==> config.mk <==
export PLATFORM = sky130hd
export DESIGN_NAME = reset_sequencer_flat
export DESIGN_NICKNAME = d
export VERILOG_FILES = /design/src/rtl/reset_sequencer_if.sv /design/src/rtl/reset_sequencer.sv /design/src/flat_wrapper.sv
export SDC_FILE = /design/constraint.sdc
export NUM_CORES = 1
export LEC_CHECK = 0
export ABC_AREA = 0
export ABC_CLOCK_PERIOD_IN_PS = 4100
export CORE_MARGIN = 1.5
export CORE_UTILIZATION = 56
export CTS_CLUSTER_DIAMETER = 200
export DETAILED_ROUTE_END_ITERATION = 16
export PLACE_DENSITY = 0.84
export REMOVE_ABC_BUFFERS = 1
export SYNTH_ARGS = -nofsm -noshare
export SYNTH_HDL_FRONTEND = slang
export SYNTH_SLANG_ARGS = --single-unit
==> constraint.sdc <==
create_clock -name clock -period 4.1 [get_ports clock]
set_clock_uncertainty 0.2 [all_clocks]
set_input_delay 0.82 -clock clock [delete_from_list [all_inputs] [get_ports clock]]
set_output_delay 0.82 -clock clock [all_outputs]
set_load 0.03 [all_outputs]
==> src/rtl/reset_sequencer_if.sv <==
// Handshake bundle between the reset sequencer and the blocks it releases.
// The sequencer side uses the master modport; the system/testbench side uses slave.
interface reset_sequencer_if #(
    parameter int NUM_DOMAINS = 4
);
    localparam int ERR_W = (NUM_DOMAINS > 1) ? $clog2(NUM_DOMAINS) : 1;

    logic                   sw_reset_req;
    logic [NUM_DOMAINS-1:0] domain_ack;
    logic [NUM_DOMAINS-1:0] domain_reset_n;
    logic                   seq_busy;
    logic                   seq_done;
    logic                   seq_error;
    logic [ERR_W-1:0]       err_domain;

    modport master (
        input  sw_reset_req,
        input  domain_ack,
        output domain_reset_n,
        output seq_busy,
        output seq_done,
        output seq_error,
        output err_domain
    );

    modport slave (
        output sw_reset_req,
        output domain_ack,
        input  domain_reset_n,
        input  seq_busy,
        input  seq_done,
        input  seq_error,
        input  err_domain
    );
endinterface

==> src/rtl/reset_sequencer.sv <==
// Releases downstream domain resets one at a time, waiting for each domain's
// acknowledge (bounded by a timeout) and a fixed gap before the next release.
// A software restart request re-runs the whole sequence from the initial hold.
// NUM_DOMAINS must match the parameter of the connected interface instance.
module reset_sequencer #(
    parameter int NUM_DOMAINS    = 4,
    parameter int GAP_CYCLES     = 8,
    parameter int TIMEOUT_CYCLES = 64
) (
    input  logic               clock,
    input  logic               sync_reset_n,
    reset_sequencer_if.master  bus
);
    localparam int IDX_W   = (NUM_DOMAINS > 1) ? $clog2(NUM_DOMAINS) : 1;
    localparam int MAX_CYC = (GAP_CYCLES > TIMEOUT_CYCLES) ? GAP_CYCLES : TIMEOUT_CYCLES;
    localparam int CNT_W   = $clog2(MAX_CYC) + 1;

    localparam logic [CNT_W-1:0] GAP_LAST     = CNT_W'(GAP_CYCLES - 1);
    localparam logic [CNT_W-1:0] TIMEOUT_LAST = CNT_W'(TIMEOUT_CYCLES - 1);
    localparam logic [IDX_W-1:0] LAST_IDX     = IDX_W'(NUM_DOMAINS - 1);

    typedef enum logic [2:0] {
        HOLD,
        WAIT_ACK,
        GAP,
        DONE,
        ERROR
    } state_t;

    state_t                 state, state_next;
    logic [IDX_W-1:0]       idx, idx_next, idx_inc;
    logic [CNT_W-1:0]       cnt, cnt_next;
    logic [NUM_DOMAINS-1:0] rel, rel_next;
    logic                   busy, busy_next;
    logic                   done, done_next;
    logic                   error, error_next;
    logic [IDX_W-1:0]       err_dom, err_dom_next;

    // State register plus every registered output; reset forces the start of a fresh sequence.
    always_ff @(posedge clock) begin
        if (!sync_reset_n) begin
            state   <= HOLD;
            idx     <= '0;
            cnt     <= '0;
            rel     <= '0;
            busy    <= 1'b1;
            done    <= 1'b0;
            error   <= 1'b0;
            err_dom <= '0;
        end else begin
            state   <= state_next;
            idx     <= idx_next;
            cnt     <= cnt_next;
            rel     <= rel_next;
            busy    <= busy_next;
            done    <= done_next;
            error   <= error_next;
            err_dom <= err_dom_next;
        end
    end

    // Next-state logic: a software restart overrides everything, otherwise step the sequence.
    always_comb begin
        state_next   = state;
        idx_next     = idx;
        cnt_next     = cnt;
        rel_next     = rel;
        busy_next    = busy;
        done_next    = done;
        error_next   = error;
        err_dom_next = err_dom;
        idx_inc      = idx + IDX_W'(1);

        if (bus.sw_reset_req) begin
            state_next   = HOLD;
            idx_next     = '0;
            cnt_next     = '0;
            rel_next     = '0;
            busy_next    = 1'b1;
            done_next    = 1'b0;
            error_next   = 1'b0;
            err_dom_next = '0;
        end else begin
            case (state)
                HOLD: begin
                    if (cnt == GAP_LAST) begin
                        rel_next[0] = 1'b1;
                        cnt_next    = '0;
                        state_next  = WAIT_ACK;
                    end else begin
                        cnt_next = cnt + CNT_W'(1);
                    end
                end
                WAIT_ACK: begin
                    if (bus.domain_ack[idx]) begin
                        if (idx == LAST_IDX) begin
                            state_next = DONE;
                            done_next  = 1'b1;
                            busy_next  = 1'b0;
                        end else begin
                            state_next = GAP;
                            cnt_next   = '0;
                        end
                    end else if (cnt == TIMEOUT_LAST) begin
                        state_next   = ERROR;
                        error_next   = 1'b1;
                        err_dom_next = idx;
                        rel_next     = '0;
                        busy_next    = 1'b0;
                    end else begin
                        cnt_next = cnt + CNT_W'(1);
                    end
                end
                GAP: begin
                    if (cnt == GAP_LAST) begin
                        idx_next          = idx_inc;
                        rel_next[idx_inc] = 1'b1;
                        cnt_next          = '0;
                        state_next        = WAIT_ACK;
                    end else begin
                        cnt_next = cnt + CNT_W'(1);
                    end
                end
                default: begin
                end
            endcase
        end
    end

    assign bus.domain_reset_n = rel;
    assign bus.seq_busy       = busy;
    assign bus.seq_done       = done;
    assign bus.seq_error      = error;
    assign bus.err_domain     = err_dom;
endmodule

==> src/flat_wrapper.sv <==
// flat-port wrapper written by rule: the top's interface ports become plain ports
module reset_sequencer_flat 
#(
    parameter int NUM_DOMAINS    = 4,
    parameter int GAP_CYCLES     = 8,
    parameter int TIMEOUT_CYCLES = 64
)
  (clock, sync_reset_n, bus_sw_reset_req, bus_domain_ack, bus_domain_reset_n, bus_seq_busy, bus_seq_done, bus_seq_error, bus_err_domain);
  reset_sequencer_if #(.NUM_DOMAINS(NUM_DOMAINS)) bus_i ();
  input  logic clock;
  input  logic sync_reset_n;
  input wire logic [$bits(bus_i.sw_reset_req)-1:0] bus_sw_reset_req;
  input wire logic [$bits(bus_i.domain_ack)-1:0] bus_domain_ack;
  output wire logic [$bits(bus_i.domain_reset_n)-1:0] bus_domain_reset_n;
  output wire logic [$bits(bus_i.seq_busy)-1:0] bus_seq_busy;
  output wire logic [$bits(bus_i.seq_done)-1:0] bus_seq_done;
  output wire logic [$bits(bus_i.seq_error)-1:0] bus_seq_error;
  output wire logic [$bits(bus_i.err_domain)-1:0] bus_err_domain;
  assign bus_i.sw_reset_req = bus_sw_reset_req;
  assign bus_i.domain_ack = bus_domain_ack;
  assign bus_domain_reset_n = bus_i.domain_reset_n;
  assign bus_seq_busy = bus_i.seq_busy;
  assign bus_seq_done = bus_i.seq_done;
  assign bus_seq_error = bus_i.seq_error;
  assign bus_err_domain = bus_i.err_domain;
  reset_sequencer #(.NUM_DOMAINS(NUM_DOMAINS), .GAP_CYCLES(GAP_CYCLES), .TIMEOUT_CYCLES(TIMEOUT_CYCLES)) u_core (.clock(clock), .sync_reset_n(sync_reset_n), .bus(bus_i));
endmodule
==> implementation parameters, run 1 <==
Parameter                              Value

Logic synthesis
  Adder-cell share of the synthesized area ... 0.0701
  Prevailing post-synth register cell ... sky130_fd_sc_hd__dfxtp_1
  Top-count cell post-synth ... sky130_fd_sc_hd__dfxtp_1
  Synth Register Bits ... 21
  Commonest cells in the synthesized netlist ... 21 x sky130_fd_sc_hd__dfxtp_1, 16 x sky130_fd_sc_hd__nor2_1, 10 x sky130_fd_sc_hd__nand2_1
  Async S/R FF share, synth ... 0
  Syn Area/Cell ... 9.08 um^2
  YS warnings ... 0
  Compound-gate portion of the synthesized area ... 0.182
  Synth top area cells ... sky130_fd_sc_hd__dfxtp_1 39%, sky130_fd_sc_hd__ha_1 7.0%, sky130_fd_sc_hd__nor2_1 5.6%
  Sequential-to-total area share from yosys stat ... 0.393
  Combined area of all synthesized cells ... 1070 um^2
  Mapped Cells ... 118
  Number of distinct library cells after synthesis ... 36
  Share of Yosys cell area claimed by the top area cell type ... 0.393
  EDFF count, synth ... 0
  Share of synthesized area spent on multiplexers ... 0.0584
  Parity-gate share of the synthesized area counting xor and xnor cells ... 0.00818
  Post-synthesis share of cell area spent on and, or, nand and nor gates ... 0.263
  Post-synth top area cell ... sky130_fd_sc_hd__dfxtp_1
  Main combinational cell family by area after synthesis ... simple AND/OR/NAND/NOR gates

Placed design
  Number of port buffers ... 15
  Placer's final routability congestion estimate ... 0.829
  Half-perimeter wire length after detailed placement ... 1570 um
  Placed Cells incl. Taps ... 156

Critical path
  End point of the critical path ... u_core.cnt[4]
  Worst flop-to-flop path startpoint ... u_core.idx[0]
  Kind of critical path ... in2reg
  Endpoint of the worst register-to-register path ... u_core.cnt[4]
  Cell type group with the largest total delay on the critical path ... multiplexers
  Number of cell instances on the worst register-to-register path ... 5
  Critical-path cell list ... clkdlybuf4s50_1 -> mux4_2 -> nor3_4 -> o22ai_2 -> and2_4 -> a32o_1
  Worst setup path startpoint ... bus_domain_ack[2]
  CP Launch Type ... input port
  Signal arrival time at the worst endpoint ... 2.68 ns
  Required time of the critical path ... 4.10 ns
  Biggest cell delay along the critical path ... 0.54 ns
  Flop-to-flop setup slack ... 1.79 ns
  Largest fanout on the critical path ... 10
  CP Depth ... 6
  Nature of the critical path endpoint ... flip-flop
  Crit-path slowest cell ... sky130_fd_sc_hd__mux4_2
  Number of buffers and inverters on the critical path ... 1

Clock tree
  Level count of the clock H-tree ... 1
  Number of sinks on the clock net ... 21
  Master cell of the clock root buffer ... sky130_fd_sc_hd__clkbuf_4
  CTS tree ... built
  Maximum count of clock buffers along a single path ... 2
  Source-to-sink clock delay at the later pin of the worst-skew pair ... 0.30 ns
  Setup Fix Bufs, Post-CTS ... 0
  Clock transition at the register clock pins on the worst setup and hold paths after CTS ... 0.11 ns
  Post-CTS Resized ... 0
  Number of buffers created by CTS ... 3
  Post-cts hold buffer count ... 0

GRT
  Initial antenna violation count ... 0
  First-pass GRT wire length ... 3730 um
  Met3 usage in global routing ... 0.0538
  GR Overflow Total ... 0
  Met1 track utilization from global routing ... 0.317
  GRT Resource Usage Total ... 0.238
  Peak-usage layer in the global routing report ... met2
  Met2 global-route usage ... 0.378
  Maximum number of pins on one net before global-route repair ... 14
  Via count of the first global-routing pass ... 897

Power and ir drop
  Worst-case vdd ir drop ... 0.000208 V
  Part of the power in the clock network ... 0.308
  Internal cell power ... 251 uW
  Flop pwr share ... 0.642
  Net switching power of the design ... 69.4 uW
  Sw Share ... 0.216
  Cell Pwr Density ... 252 nW/um^2
  Combinational cell fraction of total power ... 0.051
  Leakage Power ... 0.000454 uW

STA
  Number of pins exceeding their max-slew limit in the final report ... 0
  Final total negative setup slack ... 0 ns
  Fraction of the cycle the final worst path needs ... 0.654
  FMAX ... 0.373 GHz
  Worst hold slack ... 0.257 ns
  Remaining max-slew budget at the tightest pin ... 0.663
  Unrepaired setup endpoints after global routing ... no
  Actual slew at the worst max-slew pin ... 0.505 ns
  Count of endpoints failing hold in the final timing report ... 0
  Number of setup violations in the final report ... 0
  Period minus WS final ... 2.68 ns

Hold path
  Min-Delay Path Class ... reg2reg

Finish
  Multi-input gate area ... 623 um^2
  Number of antenna diodes ... 0
  Area growth from synthesis to layout ... 18.9%
  Nets@finish ... 149
  Fill cells ... 140
  Sequential cell area ... 420 um^2
  Final standard cell count with taps included and fillers excluded ... 160
  Fraction of layout cells with a size suffix above 1 ... 0.0889

Detailed routing
  Detailed-route vias per instance ... 5.83
  Detailed router's first-iteration violation count ... 20
  Residual antenna-violating net count after detailed routing ... 0
  Vias ... 933
  DRC violations left ... 0
  Routed WL per cell ... 13.4 um
  Pre-Repair DR Iteration Count ... 4
  Routed Wire Length ... 2140 um

Floorplanning
  Height of the die ... 46.7 um
  Effective utilization at floorplan ... 0.607
  Area inside the core boundary ... 1760 um^2
  Total I/O pin count ... 16
  Die Footprint ... 2180 um^2
  X dimension of the die ... 46.7 um
  Placement Rows ... 15

Status
  Status ... complete, no violations

Job
  Number of max-cap violations ... 0
==> through the flow <==
step            util  power, uW  cell area [um^2]  setup WS, ns
6_report       0.722        321              1270          1.42
5_1_grt        0.722        336              1270          1.39
4_1_cts        0.722        324              1270          1.44
3_5_place_dp   0.707        226              1250          1.13
3_3_place_gp   0.707        226              1250          1.19
2_1_floorplan      -        217              1060          1.70
==> how the worst min path moves through the flow <==
stage / startpoint / to / slack, ns / cells after the start
after floorplan: u_core.cnt[1] / u_core.cnt[1] / 0.24 / 2
after global placement: u_core.bus.seq_busy / u_core.bus.seq_busy / 0.24 / 2
after detailed placement: u_core.bus.seq_busy / u_core.bus.seq_busy / 0.24 / 2
after CTS: u_core.bus.seq_busy / u_core.bus.seq_busy / 0.26 / 2
after global routing: u_core.bus.seq_busy / u_core.bus.seq_busy / 0.27 / 2
final: u_core.bus.seq_busy / u_core.bus.seq_busy / 0.26 / 2
==> cell usage in the layout (no fill, tap or decap), types with 2 or more instances in the layout <==
| cell type | count |
|---|---|
| sky130_fd_sc_hd__mux2i_1 | 4 |
| sky130_fd_sc_hd__inv_1 | 4 |
| sky130_fd_sc_hd__nand2b_1 | 3 |
| sky130_fd_sc_hd__nand3_1 | 2 |
| sky130_fd_sc_hd__ha_1 | 6 |
| sky130_fd_sc_hd__nor3b_1 | 3 |
| sky130_fd_sc_hd__o21ai_0 | 3 |
| sky130_fd_sc_hd__and3_1 | 3 |
| sky130_fd_sc_hd__a32o_1 | 4 |
| sky130_fd_sc_hd__a31oi_1 | 4 |
| sky130_fd_sc_hd__nand2_1 | 10 |
| sky130_fd_sc_hd__clkbuf_4 | 3 |
| sky130_fd_sc_hd__nor2_1 | 16 |
| sky130_fd_sc_hd__a21oi_1 | 3 |
| sky130_fd_sc_hd__o21ai_1 | 6 |
| sky130_fd_sc_hd__clkdlybuf4s50_1 | 15 |
| sky130_fd_sc_hd__o21a_1 | 3 |
| sky130_fd_sc_hd__nor3_4 | 2 |
| sky130_fd_sc_hd__dfxtp_1 | 21 |
| sky130_fd_sc_hd__and2_1 | 2 |
==> worst register-to-register path, stage by stage (launching register included) <==
cell,delay [ns]
sky130_fd_sc_hd__dfxtp_1,0.50
sky130_fd_sc_hd__mux4_2,0.61
sky130_fd_sc_hd__nor3_4,0.27
sky130_fd_sc_hd__o22ai_2,0.19
sky130_fd_sc_hd__and2_4,0.22
sky130_fd_sc_hd__a32o_1,0.22
==> per-layer routing <==
layer	up-vias	share of wire
met4	0	0
met5	-	0
met2	33	0.48
li1	465	-
met1	435	0.46
met3	0	0.057
==> power groups by stage <==
stage                     sequential (uW)  combinational, uW  clock, uW
final                                 206               16.3       98.7
after global routing                  206               17.9        112
after CTS                             206               16.2        102
after detailed placement              210               16.0          0
after global placement                210               15.8          0
after floorplan                       210               7.27          0
==> logic make-up after synthesis <==
kind of cell / Yosys count
xor+xnor: 1
compound gates: 28
flops: 21
fa+ha+maj: 6
simple gates: 50
buf+inv: 7
mux: 5
==> sequential cells by signal, summed over array words and instances, names as in the netlist <==
| signal | cells |
|---|---|
| u_core.cnt | 7 |
| u_core.bus.seq_busy | 1 |
| u_core.bus.domain_reset_n | 4 |
| u_core.bus.err_domain | 2 |
| u_core.bus.seq_error | 1 |
| u_core.state | 3 |
| u_core.idx | 2 |
| u_core.bus.seq_done | 1 |
==> layout make-up <==
class,instances,area share
inverter,4,0.0118
sequential,21,0.330
tap,25,0.0246
multi-input combinational,90,0.489
clock buffer,4,0.0206
timing repair buffer,16,0.124
(Power assumes the default switching activity.)
==> inputs of run 2 (changes only) <==
- ABC_CLOCK_PERIOD_IN_PS: 4100 -> 2400
- CORE_UTILIZATION: 56 -> 47
- PLACE_DENSITY: 0.84 -> 0.76
- clock period: 4.1 -> 2.4 ns (I/O delays scaled with it)
==> run 2 against run 1 <==
Non-clock buffer count is 6 higher. Wire length is 0.19% higher. Flip-flop and latch count stayed put. Die area is 18% higher. Critical path type unchanged.
==> implementation parameters, run 2 (same netlist as run 1, synthesis figures left out) <==
Parameter                              Value

STA
  Count of endpoints failing hold in the final timing report ... 0
  Number of pins exceeding their max-slew limit in the final report ... 0
  Fraction of the cycle the final worst path needs ... 0.947
  Number of setup violations in the final report ... 0
  Post-layout worst setup margin ... 0.127 ns
  Final total negative setup slack ... 0 ns
  Remaining max-slew budget at the tightest pin ... 0.653
  FMAX ... 0.440 GHz
  Actual slew at the worst max-slew pin ... 0.521 ns
  Unrepaired setup endpoints after global routing ... no
  Period minus WS final ... 2.27 ns
  Worst hold slack ... 0.254 ns

Critical path
  Nature of the critical path endpoint ... flip-flop
  Signal arrival time at the worst endpoint ... 2.26 ns
  Largest fanout on the critical path ... 5
  Worst setup path startpoint ... bus_domain_ack[3]
  Endpoint of the worst register-to-register path ... u_core.bus.domain_reset_n[3]
  Kind of critical path ... in2reg
  Flop-to-flop setup slack ... 0.31 ns
  Worst flop-to-flop path startpoint ... u_core.idx[1]
  CP Launch Type ... input port
  Required time of the critical path ... 2.39 ns
  Number of cell instances on the worst register-to-register path ... 5

Floorplanning
  Height of the die ... 50.7 um
  Placement Rows ... 17
  X dimension of the die ... 50.7 um
  Total I/O pin count ... 16
  Area inside the core boundary ... 2190 um^2
  Die Footprint ... 2570 um^2
  Effective utilization at floorplan ... 0.489

GRT
  GRT Resource Usage Total ... 0.197
  Via count of the first global-routing pass ... 897
  Maximum number of pins on one net before global-route repair ... 14
  Initial antenna violation count ... 0
  First-pass GRT wire length ... 3820 um
  GR Overflow Total ... 0

Detailed routing
  Routed WL per cell ... 12.7 um
  Vias ... 946
  Residual antenna-violating net count after detailed routing ... 0
  Pre-Repair DR Iteration Count ... 4
  Detailed-route vias per instance ... 5.60
  Detailed router's first-iteration violation count ... 19
  Routed Wire Length ... 2150 um
  DRC violations left ... 0

Finish
  Fraction of layout cells with a size suffix above 1 ... 0.128
  Largest register FFs ... 7
  Area growth from synthesis to layout ... 23.5%
  Commonest cells after routing, fill and taps aside ... 21 x sky130_fd_sc_hd__dfxtp_1, 16 x sky130_fd_sc_hd__nor2_1, 15 x sky130_fd_sc_hd__clkdlybuf4s50_1, 10 x sky130_fd_sc_hd__nand2_1, 7 x sky130_fd_sc_hd__buf_4
  Final cell area excluding filler cells ... 1320 um^2
  Number of antenna diodes ... 0
  Most frequent standard cell in the layout excluding fill and tap cells ... sky130_fd_sc_hd__dfxtp_1
  Nets@finish ... 155
  Most flop-heavy register ... u_core.cnt

Power and ir drop
  Worst-case vdd ir drop ... 0.000351 V
  Sw Share ... 0.213
  Cell Pwr Density ... 413 nW/um^2
  Combinational cell fraction of total power ... 0.051
  Leakage Power ... 0.000486 uW
  Part of the power in the clock network ... 0.305
  Flop pwr share ... 0.644
  Internal cell power ... 429 uW
  Net switching power of the design ... 116 uW

Clock tree
  Number of sinks on the clock net ... 21
  Clock transition at the register clock pins on the worst setup and hold paths after CTS ... 0.11 ns
  Post-cts hold buffer count ... 0
  Maximum count of clock buffers along a single path ... 2
  Level count of the clock H-tree ... 1
  Post-CTS Resized ... 0
  Source-to-sink clock delay at the later pin of the worst-skew pair ... 0.30 ns
  Master cell of the clock root buffer ... sky130_fd_sc_hd__clkbuf_4
  Setup Fix Bufs, Post-CTS ... 0
  Number of buffers created by CTS ... 3
  CTS tree ... built

Hold path
  Worst Hold Endpoint ... u_core.bus.seq_busy
  Number of cells on the worst hold path ... 2
  Min-Delay Path Class ... reg2reg
  Hold Path Origin ... u_core.bus.seq_busy

Placed design
  Placer's final routability congestion estimate ... 0.811
  Dpl cell area ... 1300 um^2
  Worst slack after detailed placement ... -0.188 ns
  Number of port buffers ... 15
  Half-perimeter wire length after detailed placement ... 1680 um

Job
  Number of max-cap violations ... 0

Status
  Status ... complete, no violations
[run 2: critical path: stages]
cell and delay [ns]:
sky130_fd_sc_hd__clkdlybuf4s50_1 0.42, sky130_fd_sc_hd__mux4_2 0.53, sky130_fd_sc_hd__nor3_4 0.25, sky130_fd_sc_hd__and2_1 0.25, sky130_fd_sc_hd__nand2b_1 0.24, sky130_fd_sc_hd__nor2_1 0.09
[run 2: worst max path at each step]
stage                              endpoint  slack [ns]  depth (start not counted)
4_1_cts        u_core.bus.domain_reset_n[3]        0.14                          6
5_1_grt        u_core.bus.domain_reset_n[3]        0.04                          6
3_3_place_gp   u_core.bus.domain_reset_n[3]       -0.12                          6
3_5_place_dp   u_core.bus.domain_reset_n[3]       -0.19                          6
2_1_floorplan                 u_core.cnt[3]        0.31                          5
6_report       u_core.bus.domain_reset_n[3]        0.13                          6
[run 2: per-layer routing]
| metal | global-route usage | wire length [um] |
|---|---|---|
| met5 | 0 | 0 |
| met4 | 0.0946 | 46 |
| met3 | 0.0268 | 43 |
| met2 | 0.362 | 1110 |
| met1 | 0.221 | 942 |
[run 2: final cells by class]
type	count	area [um^2]
Clock buffer	4	26.3
Fill cell	196	868
Inverter	4	15.0
Multi-Input combinational cell	90	623
Sequential cell	21	420
Tap cell	28	35.0
Timing Repair Buffer	22	203
[run 2: power groups by stage]
stage	clock network (uW)	logic, uW	registers, uW
floorplan	0	12.4	359
global placement	0	27.2	359
detailed placement	0	27.9	359
CTS	171	28.0	351
global route	184	31.4	352
finish	166	27.9	351
[run 2: through the flow]
step	total power [uW]	utilization	std cells
2_1_floorplan	371	-	115
3_3_place_gp	386	0.592	165
3_5_place_dp	387	0.592	165
4_1_cts	551	0.604	169
5_1_grt	567	0.604	169
6_report	546	0.604	169
